File: src/rtl/operand_loader.sv
// Byte-stream loader: assembles six little-endian operands from framed bytes in shadow
// registers and publishes them atomically, holding them until the consumer acknowledges.
module operand_loader #(
    parameter int unsigned bus_width = 32
) (
    input  logic               sysclk,
    input  logic               reset,
    input  logic [7:0]         in_data,
    input  logic               in_valid,
    input  logic               in_sof,
    output logic               in_ready,
    output logic [bus_width:0] a,
    output logic [bus_width:0] b,
    output logic [bus_width:0] enf,
    output logic [bus_width:0] load,
    output logic [bus_width:0] qtd,
    output logic [bus_width:0] base,
    output logic               out_valid,
    input  logic               out_ack,
    output logic               frame_err
);

    localparam int unsigned OpW  = bus_width + 1;
    localparam int unsigned NB   = (OpW + 7) / 8;
    localparam int unsigned SW   = NB * 8;
    localparam int unsigned CntW = (NB > 1) ? $clog2(NB) : 1;

    typedef enum logic [1:0] {StIdle, StLoad, StHold} state_t;

    state_t                 state;
    logic [CntW-1:0]        byte_cnt;
    logic [2:0]             op_idx;
    logic [5:0][SW-1:0]     shadow;
    logic [5:0][SW-1:0]     shadow_d;
    logic                   accept;
    logic                   wr_en;
    logic                   last_byte;
    logic [2:0]             wr_op;
    logic [CntW-1:0]        wr_byte;
    logic [2:0]             nxt_op;
    logic [CntW-1:0]        nxt_byte;

    assign in_ready  = (state != StHold);
    assign accept    = in_valid & in_ready;
    // A start-of-frame byte always lands at (a, byte 0), both from IDLE and as a restart.
    assign wr_en     = accept & (in_sof | (state == StLoad));
    assign wr_op     = in_sof ? 3'd0 : op_idx;
    assign wr_byte   = in_sof ? '0 : byte_cnt;
    assign last_byte = (state == StLoad) && !in_sof && (op_idx == 3'd5)
                       && (byte_cnt == CntW'(NB - 1));

    always_comb begin
        if (wr_byte == CntW'(NB - 1)) begin
            nxt_byte = '0;
            nxt_op   = wr_op + 3'd1;
        end else begin
            nxt_byte = wr_byte + CntW'(1);
            nxt_op   = wr_op;
        end
    end

    // Shadow view including the byte being accepted, so completion can publish it directly.
    always_comb begin
        shadow_d = shadow;
        if (wr_en) begin
            for (int i = 0; i < 6; i++) begin
                for (int k = 0; k < int'(NB); k++) begin
                    if (wr_op == 3'(i) && wr_byte == CntW'(k)) begin
                        shadow_d[i][8*k +: 8] = in_data;
                    end
                end
            end
        end
    end

    always_ff @(posedge sysclk or negedge reset) begin
        if (!reset) begin
            state     <= StIdle;
            byte_cnt  <= '0;
            op_idx    <= '0;
            shadow    <= '0;
            a         <= '0;
            b         <= '0;
            enf       <= '0;
            load      <= '0;
            qtd       <= '0;
            base      <= '0;
            out_valid <= 1'b0;
            frame_err <= 1'b0;
        end else begin
            frame_err <= 1'b0;
            if (wr_en) begin
                shadow <= shadow_d;
            end
            unique case (state)
                StIdle: begin
                    if (accept) begin
                        if (in_sof) begin
                            byte_cnt <= nxt_byte;
                            op_idx   <= nxt_op;
                            state    <= StLoad;
                        end else begin
                            frame_err <= 1'b1;
                        end
                    end
                end
                StLoad: begin
                    if (accept) begin
                        if (in_sof) begin
                            frame_err <= 1'b1;
                        end
                        if (last_byte) begin
                            a         <= shadow_d[0][OpW-1:0];
                            b         <= shadow_d[1][OpW-1:0];
                            enf       <= shadow_d[2][OpW-1:0];
                            load      <= shadow_d[3][OpW-1:0];
                            qtd       <= shadow_d[4][OpW-1:0];
                            base      <= shadow_d[5][OpW-1:0];
                            out_valid <= 1'b1;
                            byte_cnt  <= '0;
                            op_idx    <= '0;
                            state     <= StHold;
                        end else begin
                            byte_cnt <= nxt_byte;
                            op_idx   <= nxt_op;
                        end
                    end
                end
                StHold: begin
                    if (out_ack) begin
                        out_valid <= 1'b0;
                        state     <= StIdle;
                    end
                end
                default: state <= StIdle;
            endcase
        end
    end

endmodule

File: config.mk
export PLATFORM = sky130hd
export DESIGN_NAME = operand_loader
export DESIGN_NICKNAME = d
export VERILOG_FILES = /design/src/rtl/operand_loader.sv
export SDC_FILE = /design/constraint.sdc
export NUM_CORES = 1
export LEC_CHECK = 0
export BUFFER_PORTS_ARGS = -buffer_cell sky130_fd_sc_hd__buf_2
export CAP_MARGIN = 30
export CORE_MARGIN = 2
export CORE_UTILIZATION = 35
export DETAILED_ROUTE_END_ITERATION = 10
export HOLD_SLACK_MARGIN = 0.06
export PLACE_DENSITY_LB_ADDON = 0.05
export SYNTH_ARGS = -nofsm -noshare
export SYNTH_HDL_FRONTEND = slang
export SYNTH_SLANG_ARGS = --single-unit
File: constraint.sdc
create_clock -name sysclk -period 3.02 [get_ports sysclk]
set_clock_uncertainty 0.1 [all_clocks]
set_input_delay 0.604 -clock sysclk [delete_from_list [all_inputs] [get_ports sysclk]]
set_output_delay 0.604 -clock sysclk [all_outputs]
set_load 0.02 [all_outputs]
======== Word-level counts from Yosys, hierarchy flattened ========
Cells that the tools add are included.
operators by class
  multiplexer cells ....................... 60
  reduce and logical (&&, ||, !) cells .... 48
  add/subtract/negate cells ............... 2
  bitwise logic cells ..................... 3
  equality and inequality tests ........... 19
operator list
  operator               count
  $mux W233              1
  $mux W8                29
  $mux W3                12
  $logic_and A1 B1 Y1    33
  $eq A3 B3 Y1 const B   5
  $eq A3 B2 Y1 const B   4
  $ne A2 B2 Y1 const B   6
  $pmux W3 S2            2
  $mux W2                5
  $reduce_and A2 Y1      5
  $mux W1                8
  $reduce_and A4 Y1      2
  $add A3 B1 Y3 const B  2
  $eq A3 B1 Y1 const B   2
  $logic_not A3 Y1       2
  $pmux W2 S3            1
  $reduce_and A5 Y1      1
  $pmux W1 S2            2
  $reduce_bool A2 Y1     2
  $reduce_and A3 Y1      1
  $and A1 B1 Y1          2
  $eq A2 B1 Y1 const B   1
  $eq A2 B2 Y1 const B   1
  $logic_not A2 Y1       1
  other kinds (2)        2
storage, ports and cells
  output and inout port bits .............. 201
  input bits .............................. 13
  register bits after elaboration ......... 441

======== Depth between registers and ports, before layout ========
Gate-level depths: netlist (run 1).
  word-level depth ........................ 7
  mapped depth ............................ 11
  gate-level depth less buffers ........... 9

======== Worst setup path after synthesis (run 1) ========
OpenSTA, ideal clock, no wires.
  path kind ............................... input to register
  start point ............................. in in_sof
  end point ............................... reg enf[31]
  slack ................................... 0.034 ns
  library setup time ...................... 0.128 ns
  buffers on the path ..................... 2
  data required time ...................... 2.792 ns
  arrival time ............................ 2.759 ns
  cell stages on the path ................. 11
  cell sequence ........................... buf_4 -> inv_1 -> nand2_1 -> inv_1 -> ha_1 -> ha_1 -> clkbuf_1 -> nand2_1 -> nor4_4 -> mux2_2 -> mux2_1
between the ends
  word-level cells in the longest chain between the ends .. 5
  elaborated cells on any way between the ends .. 14
  those cells by class .................... eq/ne: 2; mux: 4; bitwise: 2; reduce/logical: 6
RTL lines
  item                                                 RTL line  text
  start, declared                                      10        input logic in_sof,
  $mux W3 (tied with other cells)                      47        assign wr_op = in_sof ? 3'd0 : op_idx;
  $eq A3 B2 Y1 or $logic_and A1 B1 Y1 (tied branches)  68, 49
  $logic_and A1 B1 Y1, on equally long branches        68, 49
  $mux W8 or $logic_and A1 B1 Y1 (tied branches)       68, 50
  $mux W233 or $reduce_and A3 Y1 (tied branches)       n/a
  end signal, assigned                                 115       enf <= shadow_d[2][OpW-1:0];
  end, declared                                        14        output logic [bus_width:0] enf,
Parallel ways exist; a longest one is shown, timed or not.
A chain may end at the register's enable or synchronous reset.

======== Worst setup path in the final report (run 1) ========
  start point ............................. reg state[0]
  end point ............................... reg load[2]
between the ends
  word-level cells in the longest chain between the ends .. 5
  elaborated cells on any way between the ends .. 10
  those cells by class .................... eq/ne: 2; mux: 1; bitwise: 3; reduce/logical: 4
RTL lines
  item                                RTL line    text
  start, declared                     30          state_t state;
  start signal, assigned              78          state <= StIdle;
  start signal, assigned              101         state <= StLoad;
  start signal, assigned              122         state <= StHold;
  $eq A2 B1 Y1                        46, 49, 95
  $logic_and A1 B1 Y1 (2 in a row)    49          assign last_byte = (state == StLoad) && !in_sof && (op_idx == 3'd5)
  $logic_and A1 B1 Y1                 50          && (byte_cnt == CntW'(NB - 1));
  $reduce_and A3 Y1 (no source line)  n/a
  end signal, assigned                116         load <= shadow_d[3][OpW-1:0];
  end, declared                       15          output logic [bus_width:0] load,
Parallel ways exist; a longest one is shown, timed or not.

==> results of run 1 <==
[cell families (layout without fill, tap and decap cells)]
family | after synthesis | count (layout) | share of synthesized area
and+or+nand+nor | 429 | 429 | 0.127
DFF | 406 | 406 | 0.635
AOI/OAI and AO/OA | 262 | 262 | 0.0894
muxes | 150 | 150 | 0.106
buffers and inverters | 121 | 360 | 0.0339
adders and majority gates | 12 | 12 | 0.00938
[flip-flops by register name (all words and copies together) (netlist names)]
| name | cells |
|---|---|
| byte_cnt | 3 |
| load | 33 |
| enf | 33 |
| base | 33 |
| op_idx | 3 |
| a | 33 |
| b | 33 |
| frame_err | 1 |
| out_valid | 1 |
| qtd | 33 |
| shadow | 198 |
| state | 2 |
[cell usage after synthesis, types with 2 or more instances]
master	number	share of area
buf_2	36	0.011
a22o_1	4	0.0022
nand3_1	122	0.038
nand4_4	2	0.0027
buf_1	10	0.0023
and3b_1	4	0.0022
nor2_1	74	0.017
buf_6	3	0.0021
ha_1	12	0.0094
nand4_1	8	0.0031
o21ai_1	10	0.0031
inv_1	7	0.0016
a31oi_1	72	0.028
buf_4	5	0.0023
and4_1	4	0.0022
nand3b_1	2	0.00094
and2_1	4	0.0016
dfrtp_1	406	0.63
clkbuf_1	58	0.014
o21ai_0	171	0.053
mux2_1	2	0.0014
nand2_1	193	0.045
mux2_2	148	0.10
nor2b_1	4	0.0016
nor4_4	6	0.0080
[final cells by class]
type,count,area (sq um)
clock buffer,76,1430
clock inverter,7,75.1
fill,4411,25700
inverter,9,36.3
multi-input combinational,853,5310
sequential,406,10200
tap,600,751
timing repair buffer,268,1830
[power by group]
group / total [mW] / internal [mW] / leakage, nW / switching [mW]
clock network: 5.55 / 3.30 / 0.738 / 2.25
registers: 5.78 / 5.71 / 5.62 / 0.0681
logic: 0.893 / 0.252 / 3.94 / 0.640
[stage by stage]
| stage | hold slack, ns | cell area (sq um) | total power, mW | setup WS, ns | utilization |
|---|---|---|---|---|---|
| 6_report | 0.132 | 19600 | 12.2 | 0.354 | 0.433 |
| 5_1_grt | 0.115 | 19600 | 12.8 | 0.101 | 0.433 |
| 4_1_cts | 0.105 | 19600 | 12.4 | 0.141 | 0.433 |
| 3_5_place_dp | 0.367 | 18100 | 6.79 | 0.127 | 0.399 |
| 3_3_place_gp | 0.358 | 18000 | 6.76 | 0.129 | 0.398 |
| 2_1_floorplan | 0.208 | 16000 | 6.36 | 0.0335 | - |
[per-layer routing]
layer	vias to the layer above	wire, microns	global-route usage
li1	5200	-	-
met1	5695	21600	0.284
met2	286	21000	0.308
met3	54	2800	0.0404
met4	0	740	0.0508
met5	-	0	0
[worst max-delay path, cell delays in order (launching register included)]
cell and delay [ns]:
dfrtp_1 0.44, nor2b_1 0.30, inv_1 0.07, ha_1 0.19, nand2b_1 0.15, buf_4 0.20, nor4_4 0.29, buf_12 0.18
mux2_2 0.34, mux2_2 0.26
[what timing repair did]
item	CTS	global route
endpoints found under the hold margin	46	0
gates resized for setup	0	1
setup endpoints to repair	0	7
hold buffers	1	0
[worst min-delay path by stage]
| stage | from | endpoint | slack (ns) |
|---|---|---|---|
| after floorplan | reset | a[0]$_DFFE_PN0P_ | 0.21 |
| after global placement | base[15]$_DFFE_PN0P_ | base[15]$_DFFE_PN0P_ | 0.36 |
| after detailed placement | qtd[20]$_DFFE_PN0P_ | qtd[20]$_DFFE_PN0P_ | 0.37 |
| after CTS | out_ack | state[1]$_DFFE_PN0P_ | 0.11 |
| after global routing | out_ack | state[1]$_DFFE_PN0P_ | 0.12 |
| final | out_ack | state[1]$_DFFE_PN0P_ | 0.13 |
==> summary.md, run 1 <==
| Metric | Value |
|---|---|
| Congestion Overflow GR | 0 |
| Die Ht | 218 microns |
| GPL Wtd Cong | 0.751 |
| Startpoint types | register |
| Endpoints failing setup | 0 |
| Worst Path Max Fanout | 8 |
| Worst R2R Setup Slack | 0.35 ns |
| Tmin final | 2.67 ns |
| Top FF cell, synth | dfrtp_1 |
| Non-Filler Instances | 2,219 |
| Lkg Pwr | 10.3 nW |
| Post-route DRC | 0 |
| Layout cells sized above 1 | 0.309 |
| CTS HTree Levels | 2 |
| Period Utilization, post-route | 0.883 |
| Worst Tran Pin Value | 0.941 ns |
| Worst flop-to-flop path startpoint | state[0]$_DFFE_PN0P_ |
| Synthesis-to-layout area growth | 22.4% |
| Count of cell types in the netlist | 38 |
| DR WL/cell | 20.8 microns |
| DRT Pass-1 Iters | 5 |
| Ys async rst share | 1.00 |
| Worst hold path type | input port to register |
| Ys Warns | 0 |
| WS Path Type | register to register |
| First-pass GRT wire length | 71,600 microns |
| Final Max Tran Viols | 0 |
| Largest net degree at the start of global routing | 93 |
| Reg clk slew, reported paths | 0.06 ns |
| Gate Count Post-Synth | 1,380 |
| Synthesized Nets | 1,405 |
| Maxcap violations | 0 |
| Die width | 218 microns |
| Maximum vdd drop | 0.425 mV |
| Final wirelength | 46,100 microns |
| IO Pins | 214 |
| IO Port Bufs | 213 |
| DRT iter0 DRCs | 741 |
| Pwr Density | 624 nW/um^2 |
| Seq/Total Area, Yosys | 0.635 |
| Ant diodes | 0 |
| DP HPWL | 27,500 microns |
| Register bit count reported by yosys | 406 |
| NumNets Final | 1,610 |
| CP Capture Type | register |
| Final Hold Fails | 0 |
| DR vias/cell | 5.06 |
| Die Footprint | 47,500 sq um |
| Worst Path Required | 3.37 ns |
| Avg Cell Area, Syn | 11.6 sq um |
| Number of placed cells counting well taps | 2,135 |
| Max clock buf depth | 3 |
| Post-CTS Setup Bufs | 0 |
| Worst setup path startpoint | state[0]$_DFFE_PN0P_ |
| Setup tns final | 0 ns |
| Via count | 11,200 |
| Slew margin rel. | 0.372 |
| Hold path depth | 2 |
| EDFF count, synth | 0 |
| Reg2reg end | load[2]$_DFFE_PN0P_ |
| Highest Clock Rate | 375 MHz |
| CTS tree | yes |
| Commonest cells after routing, fill and taps aside | 406 x dfrtp_1, 212 x buf_2, 193 x nand2_1 |
| Rows | 78 |
| GRT Resource Usage Total | 0.198 |
| Antenna Nets Post-Route | 0 |
| Core Footprint | 45,300 sq um |
| Clk root buf | clkbuf_16 |
| Initial Util | 0.353 |
| CTS Sinks | 406 |
| Initial antenna violation count | 2 |
| Arrival time at the worst endpoint | 3.02 ns |
| Vias in the first global route | 11,500 |
| Worst r2r path cells | 9 |
| RSZ-0062 raised after global routing | false |
| Commonest non-fill, non-tap cell in the layout | dfrtp_1 |
| Mapped cell area | 16,000 sq um |
| CP endpoint | load[2]$_DFFE_PN0P_ |
| Cts bufs inserted | 47 |
| Clk_lat worst skew | 0.58 ns |
| Status | complete, no violations |
(Power assumes the default switching activity.)
==> inputs of run 2 (changes only) <==
MAX_ROUTING_LAYER = met4   (was not set)
==> run 2 against run 1 <==
  * Sequential cell count is the same
  * Via count is essentially flat
  * Critical path depth is the same
  * Clock-buffer cell count is the same
  * Critical endpoint is now enf[31]$_DFFE_PN0P_
  * Hold slack lost 0.0021 ns
  * Largest power group unchanged
  * Clock power is essentially flat
  * Fmax shrank 0.21%
  * Register-to-register slack is essentially flat
  * Power shrank 0.12%
  * Final area is the same
  * Setup slack lost 0.0057 ns
  * First-iteration DRC count shrank 2.6%
==> summary.md, run 2 (synthesis results as in run 1) <==
| Metric | Value |
|---|---|
| Highest Clock Rate | 374 MHz (-0.21%) |
| Period Utilization, post-route | 0.885 (+0.00188) |
| IO Port Bufs | 213 (unchanged) |
| CTS Sinks | 406 (unchanged) |
| Initial Util | 0.353 (unchanged) |
| Max clock buf depth | 3 (unchanged) |
| Worst r2r path cells | 9 (unchanged) |
| First-pass GRT wire length | 71,600 microns (about the same) |
| Slew margin rel. | 0.379 (+0.00687) |
| Pre-CTS setup slack | 0.127 ns (unchanged) |
| Cts bufs inserted | 47 (unchanged) |
| GPL Wtd Cong | 0.761 (+1.3%) |
| Die Footprint | 47,500 sq um (unchanged) |
| Final WS setup | 0.348 ns (-0.00566 ns) |
| Die width | 218 microns (unchanged) |
| Tmin final | 2.67 ns (+0.00566 ns) |
| Clk_lat worst skew | 0.58 ns (about the same) |
| Final Hold Fails | 0 (unchanged) |
| Commonest cells after routing, fill and taps aside | 406 x dfrtp_1, 212 x buf_2, 193 x nand2_1 |
| Cells along the critical path | nor2b_1 -> inv_1 -> ha_1 -> nand2b_1 -> buf_4 -> nor4_4 -> buf_4 -> mux2_2 -> mux2_1 |
| Worst hold path type | input port to register |
| Synthesis-to-layout area growth | 22.4% (unchanged) |
| Post-route DRC | 0 (unchanged) |
| CTS tree | yes |
| DRT Pass-1 Iters | 5 (unchanged) |
| Maxcap violations | 0 (unchanged) |
| Antenna Nets Post-Route | 0 (unchanged) |
| Startpoint types | register |
| Reg clk slew, reported paths | 0.06 ns (about the same) |
| RSZ-0062 raised after global routing | false |
| DP HPWL | 27,500 microns (unchanged) |
| Final Max Tran Viols | 0 (unchanged) |
| Commonest non-fill, non-tap cell in the layout | dfrtp_1 |
| Crit-path leading delay family | simple AND/OR/NAND/NOR gates |
| Critical path depth in cells | 9 (unchanged) |
| Status | complete, no violations |
| CTS HTree Levels | 2 (unchanged) |
| Initial antenna violation count | 2 (unchanged) |
| DRT iter0 DRCs | 722 (-2.6%) |
| Ant diodes | 0 (unchanged) |
| Total power | 12.2 mW (-0.12%) |
| Lkg Pwr | 10.3 nW (unchanged) |
| Clk root buf | clkbuf_16 |
| Most numerous cell on the critical path | buf_4 |
| CP max stage delay | 0.44 ns (about the same) |
| Hold path depth | 2 (unchanged) |
| WS Path Type | register to register |
| GRT Resource Usage Total | 0.204 (+0.00595) |
| DR vias/cell | 5.06 (about the same) |
| Biggest register | shadow |
| Vias in the first global route | 11,500 (+0.052%) |
| Largest net degree at the start of global routing | 93 (unchanged) |
| Buf/Inv on CP | 3 (unchanged) |
| Worst Path Required | 3.38 ns (about the same) |
| CP Capture Type | register |
| Worst Path Max Fanout | 8 (unchanged) |
| Min Hold Slack | 0.129 ns (-0.00212 ns) |
| Core Footprint | 45,300 sq um (unchanged) |
| Arrival time at the worst endpoint | 3.03 ns (about the same) |
| Rows | 78 (unchanged) |
| Setup tns final | 0 ns (unchanged) |
| Pwr Density | 623 nW/um^2 (-0.12%) |
| NumNets Final | 1,610 (unchanged) |
| Congestion Overflow GR | 0 (unchanged) |
| DR WL/cell | 20.7 microns (about the same) |
| Endpoints failing setup | 0 (unchanged) |
| Core Util, Final | 0.433 (unchanged) |
| Max FFs per register | 198 (unchanged) |
| IO Pins | 214 (unchanged) |
| Via count | 11,200 (+0.036%) |
| Layout cells sized above 1 | 0.309 (unchanged) |
| Slowest CP cell | dfrtp_1 |
| Final wirelength | 46,000 microns (about the same) |
| Maximum vdd drop | 0.425 mV (about the same) |
| Worst Tran Pin Value | 0.931 ns (-0.0103 ns) |
| Die Ht | 218 microns (unchanged) |
## run 2: cell type report
type,count,area [sq um]
Clock buffer,76,1430
Clock inverter,7,75.1
Fill cell,4411,25700
Inverter,9,36.3
Multi-Input combinational cell,853,5310
Sequential cell,406,10200
Tap cell,600,751
Timing Repair Buffer,268,1830
## run 2: worst paths after layout
path                                      start                    to  slack (ns)
setup / recovery           state[0]$_DFFE_PN0P_   enf[31]$_DFFE_PN0P_        0.35
hold / removal                          out_ack  state[1]$_DFFE_PN0P_        0.13
setup reg to reg           state[0]$_DFFE_PN0P_   enf[31]$_DFFE_PN0P_        0.35
hold reg to reg            state[1]$_DFFE_PN0P_  state[0]$_DFFE_PN0P_        0.36
max in group asynchronous                 reset     a[30]$_DFFE_PN0P_        1.46
min in group asynchronous                 reset   qtd[14]$_DFFE_PN0P_        0.44
## run 2: metrics by stage
step / std cells / instance area, sq um
floorplan: 1380 / 16000
global placement: 2133 / 18000
detailed placement: 2135 / 18100
CTS: 2219 / 19600
global route: 2219 / 19600
finish: 2219 / 19600
## run 2: report_power, final
group | switching (mW) | internal, mW | total (mW)
Clock | 2.24 | 3.30 | 5.54
Sequential | 0.0687 | 5.71 | 5.78
Combinational | 0.637 | 0.252 | 0.889
Total | 2.95 | 9.26 | 12.2
## run 2: routing by layer
layer	up-vias	wire length (microns)	global-route usage
met5	-	0	-
met4	0	746	0.0508
met3	57	2580	0.0386
met2	277	21100	0.309
met1	5693	21600	0.284
li1	5212	-	-
## run 2: repair_timing
item	in CTS	in global routing
endpoints found under the hold margin	46	0
resized for setup	0	1
setup endpoints to repair	0	11
hold buffers	1	0
setup buffers	0	0
==> inputs of run 3 (changes only) <==
--- a/config.mk
+++ b/config.mk
@@ -15,2 +15,3 @@
 export PLACE_DENSITY_LB_ADDON = 0.05
+export SLEW_MARGIN = 30
 export SYNTH_ARGS = -nofsm -noshare
==> constraint.sdc (replaced) <==
create_clock -name sysclk -period 3.02 [get_ports sysclk]
set_clock_uncertainty 0.1 [all_clocks]
set_input_delay 0.302 -clock sysclk [delete_from_list [all_inputs] [get_ports sysclk]]
set_output_delay 0.302 -clock sysclk [all_outputs]
set_load 0.02 [all_outputs]
==> run 3 against run 2 <==
  * Wire length down 0.26%
  * Largest cell class unchanged
  * Largest power group unchanged
  * Sequential power about the same
  * First-iteration DRC count fell by 11%
==> summary.md, run 3 (synthesis results as in run 1) <==
| Metric | Value |
|---|---|
| CTS Sinks | 406 (unchanged) |
| Max FFs per register | 198 (unchanged) |
| Post-CTS Setup Bufs | 0 (unchanged) |
| Initial antenna violation count | 2 (unchanged) |
| Startpoint types | register |
| Worst r2r path cells | 8 (-1) |
| Switch share | 0.242 (+0.000929) |
| Worst R2R Setup Slack | 0.35 ns (about the same) |
| Endpoints failing setup | 0 (unchanged) |
| Total power | 12.0 mW (-1.7%) |
| CP max stage delay | 0.44 ns (about the same) |
| Worst Tran Pin Value | 0.971 ns (+0.0398 ns) |
| DR WL/cell | 20.8 microns (+0.19%) |
| RSZ-0062 raised after global routing | false |
| DP HPWL | 26,800 microns (-2.5%) |
| IO Pins | 214 (unchanged) |
| Cts hold-fix bufs | 5 (+4) |
| Congestion Overflow GR | 0 (unchanged) |
| Biggest register | shadow |
| Slowest CP cell | dfrtp_1 |
| Via count | 11,200 (-0.089%) |
| Buf/Inv on CP | 2 (-1) |
| Maxcap violations | 0 (unchanged) |
| NumNets Final | 1,604 (-0.37%) |
| Number of placed cells counting well taps | 2,126 (-0.42%) |
| Non-Filler Instances | 2,209 (-0.45%) |
| Largest net degree at the start of global routing | 104 (+12%) |
| DRT Pass-1 Iters | 5 (unchanged) |
| Commonest non-fill, non-tap cell in the layout | dfrtp_1 |
| Die width | 218 microns (unchanged) |
| GRT Resource Usage Total | 0.202 (-0.00251) |
| CP Capture Type | register |
| Status | complete, no violations |
| Period Utilization, post-route | 0.883 (-0.00165) |
| Final Max Tran Viols | 0 (unchanged) |
| Worst Path Required | 3.36 ns (-0.02 ns) |
| Pwr Density | 620 nW/um^2 (-0.48%) |
| Clock power share | 0.447 (-0.007) |
| Resized Gates After CTS | 0 (unchanged) |
| CTS HTree Levels | 2 (unchanged) |
| Lkg Pwr | 10.2 nW (-1.1%) |
| Final WS setup | 0.353 ns (+0.00498 ns) |
| Reg2reg end | load[25]$_DFFE_PN0P_ |
| CTS tree | yes |
| Maximum vdd drop | 0.398 mV (-6.3%) |
| Cells along the critical path | nor2b_1 -> inv_1 -> ha_1 -> nand2b_1 -> buf_4 -> nor3_4 -> mux2_2 -> mux2_2 |
| Layout cells sized above 1 | 0.303 (-0.00616) |
| Crit-path leading delay family | simple AND/OR/NAND/NOR gates |
| Commonest cells after routing, fill and taps aside | 406 x dfrtp_1, 212 x buf_2, 193 x nand2_1 |
| DR vias/cell | 5.08 (+0.36%) |
| Arrival time at the worst endpoint | 3.01 ns (-0.02 ns) |
| Worst flop-to-flop path startpoint | state[0]$_DFFE_PN0P_ |
| Sw Pwr | 2.91 mW (-1.4%) |
| Die Footprint | 47,500 sq um (unchanged) |
| Worst hold path type | input port to register |
| Final Hold Fails | 0 (unchanged) |
| Most numerous cell on the critical path | mux2_2 |
| Post-DP Area | 17,900 sq um (-1.1%) |
| Flop pwr share | 0.481 (+0.008) |
| Setup tns final | 0 ns (unchanged) |
| Cts bufs inserted | 46 (-2.1%) |
| Rows | 78 (unchanged) |
| Ant diodes | 0 (unchanged) |
| Clk root buf | clkbuf_16 |
| DRT iter0 DRCs | 645 (-11%) |
| Tmin final | 2.67 ns (-0.00498 ns) |
| IO Port Bufs | 213 (unchanged) |
| Reg clk slew, reported paths | 0.06 ns (about the same) |
| Post-route DRC | 0 (unchanged) |
| Min Hold Slack | 0.172 ns (+0.0425 ns) |
| Synthesis-to-layout area growth | 20.9% |
| WS Path Type | register to register |
| Highest Clock Rate | 375 MHz (+0.19%) |
| Initial Util | 0.353 (unchanged) |
| Antenna Nets Post-Route | 0 (unchanged) |
| GPL Wtd Cong | 0.741 (-2.6%) |
| Cell Int Power | 9.09 mW (-1.9%) |
| Combinational Power Share | 0.072 (about the same) |
| Die Ht | 218 microns (unchanged) |
| Max clock buf depth | 3 (unchanged) |
| First-pass GRT wire length | 70,700 microns (-1.3%) |
| Hold endpoint | op_idx[0]$_DFFE_PN0P_ |
| Hold path depth | 4 (+2) |
| Core Util, Final | 0.427 (-0.00544) |
| Hold_sp | in_sof |
| Worst Path Max Fanout | 8 (unchanged) |
| Core Footprint | 45,300 sq um (unchanged) |
| Design area | 19,300 sq um (-1.3%) |
| Final wirelength | 45,900 microns (-0.26%) |
| Pre-CTS setup slack | 0.134 ns (+0.00716 ns) |
| Slew margin rel. | 0.353 (-0.0265) |
| Clk_lat worst skew | 0.57 ns (about the same) |
| Vias in the first global route | 11,200 (-3.0%) |
==> run 3: changes by cell type in the layout (fill, tap and decap cells not counted), sizes merged <==
cell / before / now
clkinvlp: 0 / 1
dlygate4sd3: 1 / 5
buf: 267 / 258
clkbuf: 76 / 70
==> run 3: how the worst max path moves through the flow <==
stage | start | end | depth (start not counted)
after floorplan | in_sof | enf[31]$_DFFE_PN0P_ | 11
after global placement | in_sof | load[31]$_DFFE_PN0P_ | 10
after detailed placement | in_sof | load[25]$_DFFE_PN0P_ | 10
after CTS | state[0]$_DFFE_PN0P_ | load[25]$_DFFE_PN0P_ | 8
after global routing | state[0]$_DFFE_PN0P_ | load[6]$_DFFE_PN0P_ | 9
final | state[0]$_DFFE_PN0P_ | load[25]$_DFFE_PN0P_ | 8
==> run 3: power groups by stage <==
stage	combinational (mW)	clock, mW	sequential [mW]
2_1_floorplan	0.503	0	5.85
3_3_place_gp	0.865	0	5.87
4_1_cts	0.888	5.55	5.77
6_report	0.863	5.36	5.77
3_5_place_dp	0.880	0	5.87
5_1_grt	0.983	5.77	5.80
==> run 3: final cells by class <==
type | count | area, sq um
Fill cell | 4417 | 25900
Sequential cell | 406 | 10200
Multi-Input combinational cell | 853 | 5310
Timing Repair Buffer | 263 | 1660
Clock buffer | 70 | 1350
Tap cell | 600 | 751
Clock inverter | 8 | 71.3
Inverter | 9 | 36.3
==> run 3: metal layers <==
metal	GRT usage	wire length [microns]
met5	-	0
met4	0.0524	767
met3	0.0413	2380
met2	0.303	21000
met1	0.280	21800
==> run 3: worst reg2reg max path, delay by kind of cell, from the launching register on <==
kind                       cells  cell delay (ns)
adders and majority gates      1             0.19
and+or+nand+nor                3             0.86
muxes                          2             0.66
buffers and inverters          2             0.28
DFF                            1             0.44
